File: config.mk
export PLATFORM = sky130hd
export DESIGN_NAME = int_sched_ctrl
export DESIGN_NICKNAME = d
export VERILOG_FILES = /design/src/rtl/int_sched_ctrl.sv
export SDC_FILE = /design/constraint.sdc
export NUM_CORES = 1
export LEC_CHECK = 0
export ABC_AREA = 1
export CELL_PAD_IN_SITES_DETAIL_PLACEMENT = 1
export CELL_PAD_IN_SITES_GLOBAL_PLACEMENT = 1
export CORE_UTILIZATION = 44
export DETAILED_ROUTE_END_ITERATION = 12
export GPL_TIMING_DRIVEN = 0
export PLACE_DENSITY = 0.95
export SYNTH_ARGS = -nofsm -noshare
export SYNTH_HDL_FRONTEND = slang
export SYNTH_SLANG_ARGS = --single-unit
File: constraint.sdc
create_clock -name clk -period 7.6 [get_ports clk]
set_clock_uncertainty 0.1 [all_clocks]
set_input_delay 0.76 -clock clk [delete_from_list [all_inputs] [get_ports clk]]
set_output_delay 0.76 -clock clk [all_outputs]
set_load 0.05 [all_outputs]
File: src/rtl/int_sched_ctrl.sv
// int_sched_ctrl: interrupt scheduler with an interval timer and edge-detected external sources.
// Priority arbitration; the CPU handshake uses int_req, int_ack and int_eoi.
//   clk, rst        : board clock; asynchronous active-high reset
//   src_in          : raw external interrupt lines; bit k is source k+1
//   per_we/per_wdata: load the timer period and restart the down-counter
//   mask_we/wdata   : enable mask; a 1 lets a source take part in arbitration
//   int_ack, int_eoi: CPU accepts the request / signals end of interrupt
//   int_req, int_id : request to the CPU and the requested or in-service source
//   pending         : latched events
//   in_service      : sources being serviced
//   tmr_tick        : one-cycle pulse on timer expiry
// Build option INT_NEST_EN: a higher-priority source may preempt one in service,
// and in_service becomes a multi-hot stack.
module int_sched_ctrl #(
   parameter int N_SRC = 4,
   parameter int TMR_W = 32,
   parameter int ID_W  = 2
) (
   input  logic             clk,
   input  logic             rst,
   input  logic [N_SRC-2:0] src_in,
   input  logic             per_we,
   input  logic [TMR_W-1:0] per_wdata,
   input  logic             mask_we,
   input  logic [N_SRC-1:0] mask_wdata,
   input  logic             int_ack,
   input  logic             int_eoi,
   output logic             int_req,
   output logic [ID_W-1:0]  int_id,
   output logic [N_SRC-1:0] pending,
   output logic [N_SRC-1:0] in_service,
   output logic             tmr_tick
);
   localparam logic [1:0] IDLE = 2'd0, REQ = 2'd1, SVC = 2'd2;
   logic [1:0]       state;
   logic [N_SRC-2:0] sync1, sync2, sync3;
   logic [TMR_W-1:0] period, cnt;
   logic [N_SRC-1:0] mask, eligible, set_vec, clr_vec, id_oh;
   logic [ID_W-1:0]  winner;
   logic             tmr_exp;
`ifdef INT_NEST_EN
   logic [N_SRC-1:0] isv_next;
`endif

   function automatic logic [ID_W-1:0] lo_idx(input logic [N_SRC-1:0] v);
      lo_idx = '0;
      for (int i = N_SRC - 1; i >= 0; i--)
         if (v[i]) lo_idx = ID_W'(i);
   endfunction

   // A period write restarts the timer, so it suppresses an expiry in the same cycle.
   assign tmr_exp  = !per_we && period != '0 && cnt == TMR_W'(1);
   assign set_vec  = {sync2 & ~sync3, tmr_exp};
   assign eligible = pending & mask;
   assign winner   = lo_idx(eligible);
   assign id_oh    = N_SRC'(1) << int_id;
   assign clr_vec  = (state == REQ && int_ack) ? id_oh : '0;
`ifdef INT_NEST_EN
   assign isv_next = in_service & ~(N_SRC'(1) << lo_idx(in_service));
`endif

   // sync3 holds the previous synchronized value for rising-edge detection.
   always_ff @(posedge clk or posedge rst)
      if (rst) begin
         sync1 <= '0;
         sync2 <= '0;
         sync3 <= '0;
      end else begin
         sync1 <= src_in;
         sync2 <= sync1;
         sync3 <= sync2;
      end

   always_ff @(posedge clk or posedge rst)
      if (rst) begin
         period   <= '0;
         cnt      <= '0;
         tmr_tick <= 1'b0;
      end else if (per_we) begin
         period   <= per_wdata;
         cnt      <= per_wdata;
         tmr_tick <= 1'b0;
      end else begin
         tmr_tick <= tmr_exp;
         if (tmr_exp) cnt <= period;
         else if (period != '0) cnt <= cnt - TMR_W'(1);
      end

   always_ff @(posedge clk or posedge rst)
      if (rst) mask <= '0;
      else if (mask_we) mask <= mask_wdata;

   // A new event on the bit being acknowledged wins over the clear and is not lost.
   always_ff @(posedge clk or posedge rst)
      if (rst) pending <= '0;
      else pending <= (pending & ~clr_vec) | set_vec;

   always_ff @(posedge clk or posedge rst)
      if (rst) begin
         state      <= IDLE;
         int_req    <= 1'b0;
         int_id     <= '0;
         in_service <= '0;
      end else begin
         case (state)
            IDLE:
               if (|eligible) begin
                  int_id  <= winner;
                  int_req <= 1'b1;
                  state   <= REQ;
               end
            REQ:
               if (int_ack) begin
                  int_req    <= 1'b0;
                  in_service <= in_service | id_oh;
                  state      <= SVC;
               end
            SVC:
`ifdef INT_NEST_EN
               if (int_eoi) begin
                  in_service <= isv_next;
                  int_id     <= lo_idx(isv_next);
                  state      <= (isv_next == '0) ? IDLE : SVC;
               end else if (|eligible && winner < lo_idx(in_service)) begin
                  int_id  <= winner;
                  int_req <= 1'b1;
                  state   <= REQ;
               end
`else
               if (int_eoi) begin
                  in_service <= '0;
                  state      <= IDLE;
               end
`endif
            default: state <= IDLE;
         endcase
      end
endmodule

# Word-level counts from Yosys, hierarchy flattened
# Cells that the tools add are included.
[classes]
add_sub_neg = 1
eq_ne = 6
shifts = 1
mux = 19
bitwise = 7
reduce_logical = 14
[ops]
columns = ["op", "n"]
rows = [
  ["two-way mux 32 bit", 3],
  ["equality test 32 x 1 -> 1 bit, second input constant", 1],
  ["nonzero test 32 bit", 1],
  ["subtractor 32 x 1 -> 32 bit, second input constant", 1],
  ["two-way mux 2 bit", 7],
  ["two-way mux 4 bit", 3],
  ["AND reduction 3 bit", 3],
  ["AND 4 bit", 2],
  ["OR 4 bit", 2],
  ["one-hot mux 4 bit (2 select lines)", 1],
  ["!= test 2 bit, second input constant", 3],
  ["one-hot mux 2 bit (3 select lines)", 1],
  ["inverter 4 bit", 1],
  ["nonzero test 2 bit", 2],
  ["OR reduction 4 bit", 1],
  ["<< shifter 1 x 2 -> 4 bit, first input constant", 1],
  ["AND 3 bit", 1],
  ["logical AND 1 bit", 3],
  ["two-way mux 1 bit", 3],
  ["inverter 3 bit", 1],
  ["nonzero test 3 bit", 1],
  ["equality test 2 x 1 -> 1 bit, second input constant", 1],
  ["equality test 2 bit, second input constant", 1],
  ["logical NOT 2 bit", 1],
  ["3 further kinds", 3],
]
[word_totals]
reg_bits = 91
input_bits = 45
out_inout_bits = 12
word_cells = 60

# Logic depth before layout (Yosys ltp)
# Gate-level depths: netlist (run 1).
[logic_depth]
ltp_word = 6
mapped_depth = 13
depth_no_buf = 13

# Least setup slack after synthesis (run 1)
# Ideal clock, no wire load.
[synth_path]
path_type = "input-to-reg"
startpoint = "input port per_we"
endpoint = "register cnt[7]"
setup_ns = 0.117
arrival_ns = 1.802
t_required_ns = 7.383
slack_ns = 5.581
cell_stages = 12
n_path_buf = 2
cell_sequence = "buf_2 inv_2 nand3_1 nor2_1 nand2_1 nor2_4 nand2_4 nand2_2 buf_6 nor2_1 nor2_1 nor2_1"
[synth_between]
elab_chain_cells = 5
word_cells_on_any_way = 6
classes_between = "mux (2); reduce/logical (4)"
[synth_lines]
columns = ["item", "line_no", "rtl"]
rows = [
  ["start: declaration", "22", "input logic per_we,"],
  ["logical NOT 1 bit", "52", "assign tmr_exp = !per_we && period != '0 && cnt == TMR_W'(1);"],
  ["logical AND 1 bit (2 in series)", "52", ""],
  ["two-way mux 32 bit", "85", "if (tmr_exp) cnt <= period;"],
  ["two-way mux 32 bit", "79", "end else if (per_we) begin"],
  ["end signal: assignment", "81", "cnt <= per_wdata;"],
  ["end signal: assignment", "85", ""],
  ["end signal: assignment", "86", "else if (period != '0) cnt <= cnt - TMR_W'(1);"],
  ["end: declaration", "37", "logic [TMR_W-1:0] period, cnt;"],
]
# Parallel ways exist; a longest one is shown, timed or not.
# A chain may end at the register's enable or synchronous reset.

# Worst setup path after layout (run 1)
[layout_path]
startpoint = "register pending[1]"
endpoint = "output port pending[1]"
[layout_lines]
columns = ["item", "line_no", "rtl"]
rows = [
  ["start: declaration", "30", "output logic [N_SRC-1:0] pending,"],
  ["start signal: assignment", "96", "else pending <= (pending & ~clr_vec) | set_vec;"],
]
# No word-level cell between the ends.

==> flow_summary.ini, run 1 <==
[finish]
fin_cells = 941
final_nets = 842
fillers = 1477
n_antenna_cell = 0
multi_input_area_sq_um = 2500
drive_gt1_frac = 0.0764
area_delta_synth_final_pct = 20.4
seqCellArea_sq_um = 2280

[placement]
io_buffers = 55
place_hpwl_um = 12900
gp_congestion = 0.929
pre_cts_slack_ps = 5160
dp_cells = 927

[sta]
worst_hold_slack_ps = 261
finalHoldViolCount = 0
grt_setup_unrepaired = false
relSlewSlack = 0.531
period_minus_slack_ps = 2440
fmax_mhz = 410
setup_ws_ps = 5160
fin_crit_sh = 0.321
setup_tns_ps = 0
final-setup-viol-count = 0
worst_slew_pin_slew_ps = 704
slew_violations = 0

[pwr]
power_density_nw_per_um2 = 242
ir_drop_v = 0.000223
leakage_nw = 3.15

[synth]
async_flop_share = 1.00
synth_area_leaders = dfrtp_1, nand2_1, nor2_1, nand3_1, inv_1
synth_cells = 728
synth_edf_count = 0
synth.distinct_cells = 29
syn_nets = 775
synthTopCellsByCount = nand2_1, nor2_1, dfrtp_1
synth_area_sq_um = 5120
synth-seq-area-share = 0.445
avgSynthCellArea_sq_um = 7.03
ys_ff_latch = 91
synth_flop_cell = dfrtp_1
yosysWarnings = 0
synth_top_area_frac = 0.445
synth_top_cell_by_area = dfrtp_1
yosysMostFrequentCell = nand2_1

[clock_tree]
cts_root_buf = clkbuf_16
cts_tree = done
clockBufferDepth = 2
clkSinkCount = 91
ctsResizeCount = 0
clkLatencyLatePin_ps = 360
postCtsHoldBufs = 0
cts_made_buffers = 9
clk_pin_slew_worst_paths_ps = 60
h-tree-depth = 3
cts_setup_buffers = 0

[worst_setup_path]
worstSetupPathType = flip-flop to output port
slowest_delay_ps = 820
cp_top_family = buffers and inverters
worstSetupStartpointType = flip-flop
worstSetupEndpointType = output port
regToRegSetupSlack_ps = 5250
worstPathRequired_ps = 6740
crit_path_top_delay_cell = clkdlybuf4s50_1
r2r_cells = 11
r2r-end = cnt[28]
path_buf_inv = 1
path_max_fanout = 3
path_cells = clkdlybuf4s50_1
reg2reg_from = cnt[0]
critPathArrivalTime_ps = 1580

[grt]
grt_pass1_wl_um = 28000
antenna_found_initial = 0
grt_use_total = 0.318
grt_pass1_vias = 5546
grt_max_degree = 69
grt_overflow = 0

[die]
boundaryPins = 57
dieArea_sq_um = 12100
rows = 39
core-area_sq_um = 11400
die_h_um = 110
start_util = 0.450
die_w_um = 110

[job]
maxCapViolCount = 0

[detailed_routing]
vias = 5074
drt_wl_total_um = 17500
wl_per_cell_um = 18.5
dr.first_iter.drc_count = 207
first_pass_iters = 4
drcViolationCount = 0
ant_nets = 0
via_per_inst = 5.39

[status]
status = complete, no violations

[worst_hold_path]
worstHoldStart = sync1[1]
min_to = sync2[1]
hp-class = flip-flop to flip-flop
hold_depth = 0
[registers in the layout, summed over array words and instances (netlist names)]
register,count
cnt,32
period,32
in_service,4
mask,4
pending,4
sync1,3
sync2,3
sync3,3
int_id,2
state,2
int_req,1
tmr_tick,1
[cells by family after synthesis]
logic type,share of synthesized area
muxes,0.00660
DFF,0.445
and+or+nand+nor,0.411
AOI/OAI and AO/OA,0.0386
xor gates and xnor gates,0.0274
buffers and inverters,0.0667
adders and majority gates,0.00489
[cells in the final DEF, fill, tap and decap left out]
| cell type | instances |
|---|---|
| buf_4 | 1 |
| nand4_1 | 10 |
| xnor2_1 | 9 |
| nand3_2 | 6 |
| nor2_4 | 3 |
| clkbuf_16 | 9 |
| buf_1 | 2 |
| nor2_2 | 11 |
| a21oi_2 | 3 |
| clkbuf_1 | 12 |
| nand2_1 | 260 |
| nand2_2 | 7 |
| nor3_1 | 4 |
| nor2_1 | 138 |
| buf_2 | 6 |
| o21ai_1 | 1 |
| o31ai_1 | 1 |
| nand3b_1 | 2 |
| mux2_2 | 3 |
| nand3_1 | 57 |
| buf_16 | 1 |
| a21oi_1 | 4 |
| inv_2 | 1 |
| buf_6 | 4 |
| clkdlybuf4s50_1 | 55 |
| dfrtp_1 | 91 |
| inv_4 | 1 |
| o21ai_0 | 24 |
| o22ai_1 | 3 |
| xor2_1 | 7 |
| clkbuf_8 | 1 |
| nand2_4 | 2 |
| ha_1 | 2 |
| bufinv_16 | 1 |
| clkinvlp_4 | 1 |
| inv_1 | 55 |
[report_power, final]
group	internal, mW	leakage, nW	switching (mW)
Sequential	0.551	1.11	0.0621
Combinational	0.140	1.90	0.283
Clock	0.261	0.135	0.195
[worst max path at each step]
stage	from	slack [ps]	to	depth (start not counted)
global route	cnt[0]	5050	cnt[28]	11
finish	pending[1]	5160	pending[1]	1
global placement	rst	2980	cnt[17]	2
CTS	int_id[0]	5170	int_id[0]	1
detailed placement	per_we	5160	cnt[25]	8
floorplan	rst	4380	cnt[0]	1
[metrics by stage]
| step | area (sq um) | utilization | total power [mW] |
|---|---|---|---|
| 2_1_floorplan | 5120 | - | 0.875 |
| 4_1_cts | 6160 | 0.542 | 1.49 |
| 3_3_place_gp | 5850 | 0.515 | 1.00 |
| 3_5_place_dp | 5880 | 0.517 | 1.03 |
| 6_report | 6160 | 0.542 | 1.49 |
| 5_1_grt | 6160 | 0.542 | 1.56 |
[per-layer routing]
layer / share of wire / track usage / wire length [um] / vias to the layer above
li1: - / - / - / 2386
met1: 0.42 / 0.368 / 7380 / 2491
met2: 0.48 / 0.529 / 8340 / 133
met3: 0.035 / 0.0688 / 612 / 64
met4: 0.064 / 0.208 / 1120 / 0
met5: 0 / 0 / 0 / -
[final cells by class]
type	instances	share of cell area
inverters	57	0.0351
clock inverters	2	0.00609
well taps	143	0.0290
clock buffers	12	0.0400
plain buffers	23	0.0207
repair buffers	56	0.0938
flip-flops and latches	91	0.369
multi-input cells	557	0.406
No activity file was read; power rests on OpenSTA's default activity.
==> inputs of run 2 (changes only) <==
- CORE_UTILIZATION: 44 -> 41
- PLACE_DENSITY: 0.95 -> 0.9
- clock period: 7.6 -> 2.31 ns (I/O delays scaled with it)
==> run 2 against run 1 <==
  * Power rose to 3.3 times the previous value
  * Combinational power rose to 3.3 times the previous value
  * Worst hold slack got worse by 54 ps
  * Register-to-register slack got worse by 5200 ps
  * First-iteration DRC count rose by 18%
  * Setup slack got worse by 5100 ps
  * Die area rose by 7.2%
  * Via count barely moved
  * Global-route usage fell by 3.1 points
  * Critical path depth rose by 10
  * Sequential power rose to 3.3 times the previous value
  * Routed wire length fell by 1.5%
  * Largest power group unchanged
  * Highest routed layer unchanged
==> flow_summary.ini, run 2 (same netlist as run 1, synthesis figures left out) <==
[grt]
grt_use_total = 0.286
antenna_found_initial = 0
grt_pass1_vias = 5469
grt_overflow = 0
grt_pass1_wl_um = 27900
grt_max_degree = 42

[job]
maxCapViolCount = 0

[detailed_routing]
dr.first_iter.drc_count = 244
first_pass_iters = 4
ant_nets = 0
wl_per_cell_um = 17.7
drt_wl_total_um = 17200
drcViolationCount = 0
via_per_inst = 5.23
vias = 5070

[sta]
setup_tns_ps = 0
fin_crit_sh = 0.958
final-setup-viol-count = 0
finalHoldViolCount = 0
fmax_mhz = 452
worst_slew_pin_slew_ps = 752
setup_ws_ps = 97.4
relSlewSlack = 0.498
slew_violations = 0
period_minus_slack_ps = 2210
grt_setup_unrepaired = true

[worst_hold_path]
hp-class = input port to async pin

[die]
core-area_sq_um = 12100
boundaryPins = 57
start_util = 0.423
die_h_um = 114
rows = 40
die_w_um = 114
dieArea_sq_um = 12900

[worst_setup_path]
slowest_delay_ps = 420
worstPathRequired_ps = 2460
r2r_cells = 11
cp_top_family = simple AND/OR/NAND/NOR gates
regToRegSetupSlack_ps = 100
r2r-end = cnt[28]
path_max_fanout = 5
worstSetupStartpointType = flip-flop
worstSetupPathType = flip-flop to flip-flop
worstSetupEndpointType = flip-flop
crit_top_cell = nand2_1
path_cells = inv_1 > ha_1 > nand2_1 > nor2_2 > nand2_1 > o21ai_0 > nand2_1 > nand3_2 > nand2_1 > nand2_1 > nand2_1
crit_path_top_delay_cell = dfrtp_1
reg2reg_from = cnt[0]
path_buf_inv = 1
critPathArrivalTime_ps = 2360

[finish]
reg_top3 = cnt x32, period x32
area_delta_synth_final_pct = 21.8
layout_common_cells = nand2_1, nor2_1, dfrtp_1
final_common_cell = nand2_1
final_nets = 843
drive_gt1_frac = 0.0824
n_antenna_cell = 0

[clock_tree]
cts_made_buffers = 9
h-tree-depth = 3
clk_pin_slew_worst_paths_ps = 70
clockBufferDepth = 2
clkSinkCount = 91
clkLatencyLatePin_ps = 360
cts_tree = done
cts_setup_buffers = 0
cts_root_buf = clkbuf_16

[pwr]
power_density_nw_per_um2 = 789
ir_drop_v = 0.000502
leakage_nw = 3.17

[placement]
gp_congestion = 0.940
io_buffers = 55
place_hpwl_um = 12900
pre_cts_slack_ps = 122

[status]
status = complete, no violations
-- run 2: layout make-up --
class | instances | area [sq um]
Timing Repair Buffer | 57 | 591
Clock inverter | 4 | 48.8
Clock buffer | 12 | 256
Buffer | 23 | 128
Fill cell | 1593 | 5870
Multi-Input combinational cell | 557 | 2510
Tap cell | 168 | 210
Sequential cell | 91 | 2280
Inverter | 57 | 218
-- run 2: layer usage --
| layer | wire length, um | GRT usage | vias to the layer above |
|---|---|---|---|
| met5 | 0 | 0 | - |
| met1 | 7440 | 0.343 | 2500 |
| met3 | 577 | 0.0526 | 41 |
| li1 | - | - | 2395 |
| met2 | 8600 | 0.504 | 134 |
| met4 | 582 | 0.119 | 0 |
-- run 2: worst max path at each step --
stage | depth (start not counted) | from | end
3_5_place_dp | 9 | period[24] | cnt[11]
2_1_floorplan | 11 | cnt[0] | cnt[28]
3_3_place_gp | 2 | rst | period[24]
6_report | 11 | cnt[0] | cnt[28]
5_1_grt | 11 | cnt[0] | cnt[28]
4_1_cts | 8 | period[24] | cnt[4]
-- run 2: worst register-to-register path: stages, from the launching register on --
cell     delay (ps)
dfrtp_1         420
inv_1           130
ha_1            240
nand2_1         160
nor2_2          320
nand2_1         210
o21ai_0         200
nand2_1          80
nand3_2          60
nand2_1          70
nand2_1          60
nand2_1          50
-- run 2: metrics by stage --
stage	utilization	instance area (sq um)	hold WS (ps)	cells	power (mW)
global route	0.515	6240	219	969	5.15
detailed placement	0.489	5930	238	953	3.39
CTS	0.514	6230	205	969	4.94
finish	0.515	6240	207	969	4.92
floorplan	-	5120	162	728	2.88
global placement	0.486	5890	233	951	3.30
-- run 2: report_power, final --
part	internal [mW]	switching, mW	total, mW
Sequential	1.81	0.193	2.01
Combinational	0.463	0.919	1.38
Clock	0.897	0.635	1.53
-- run 2: what timing repair did --
action,4_1_cts,5_1_grt
gates resized for setup,0,3
endpoints found under the hold margin,0,0
hold buffers,0,0
endpoints found under the setup margin,0,20
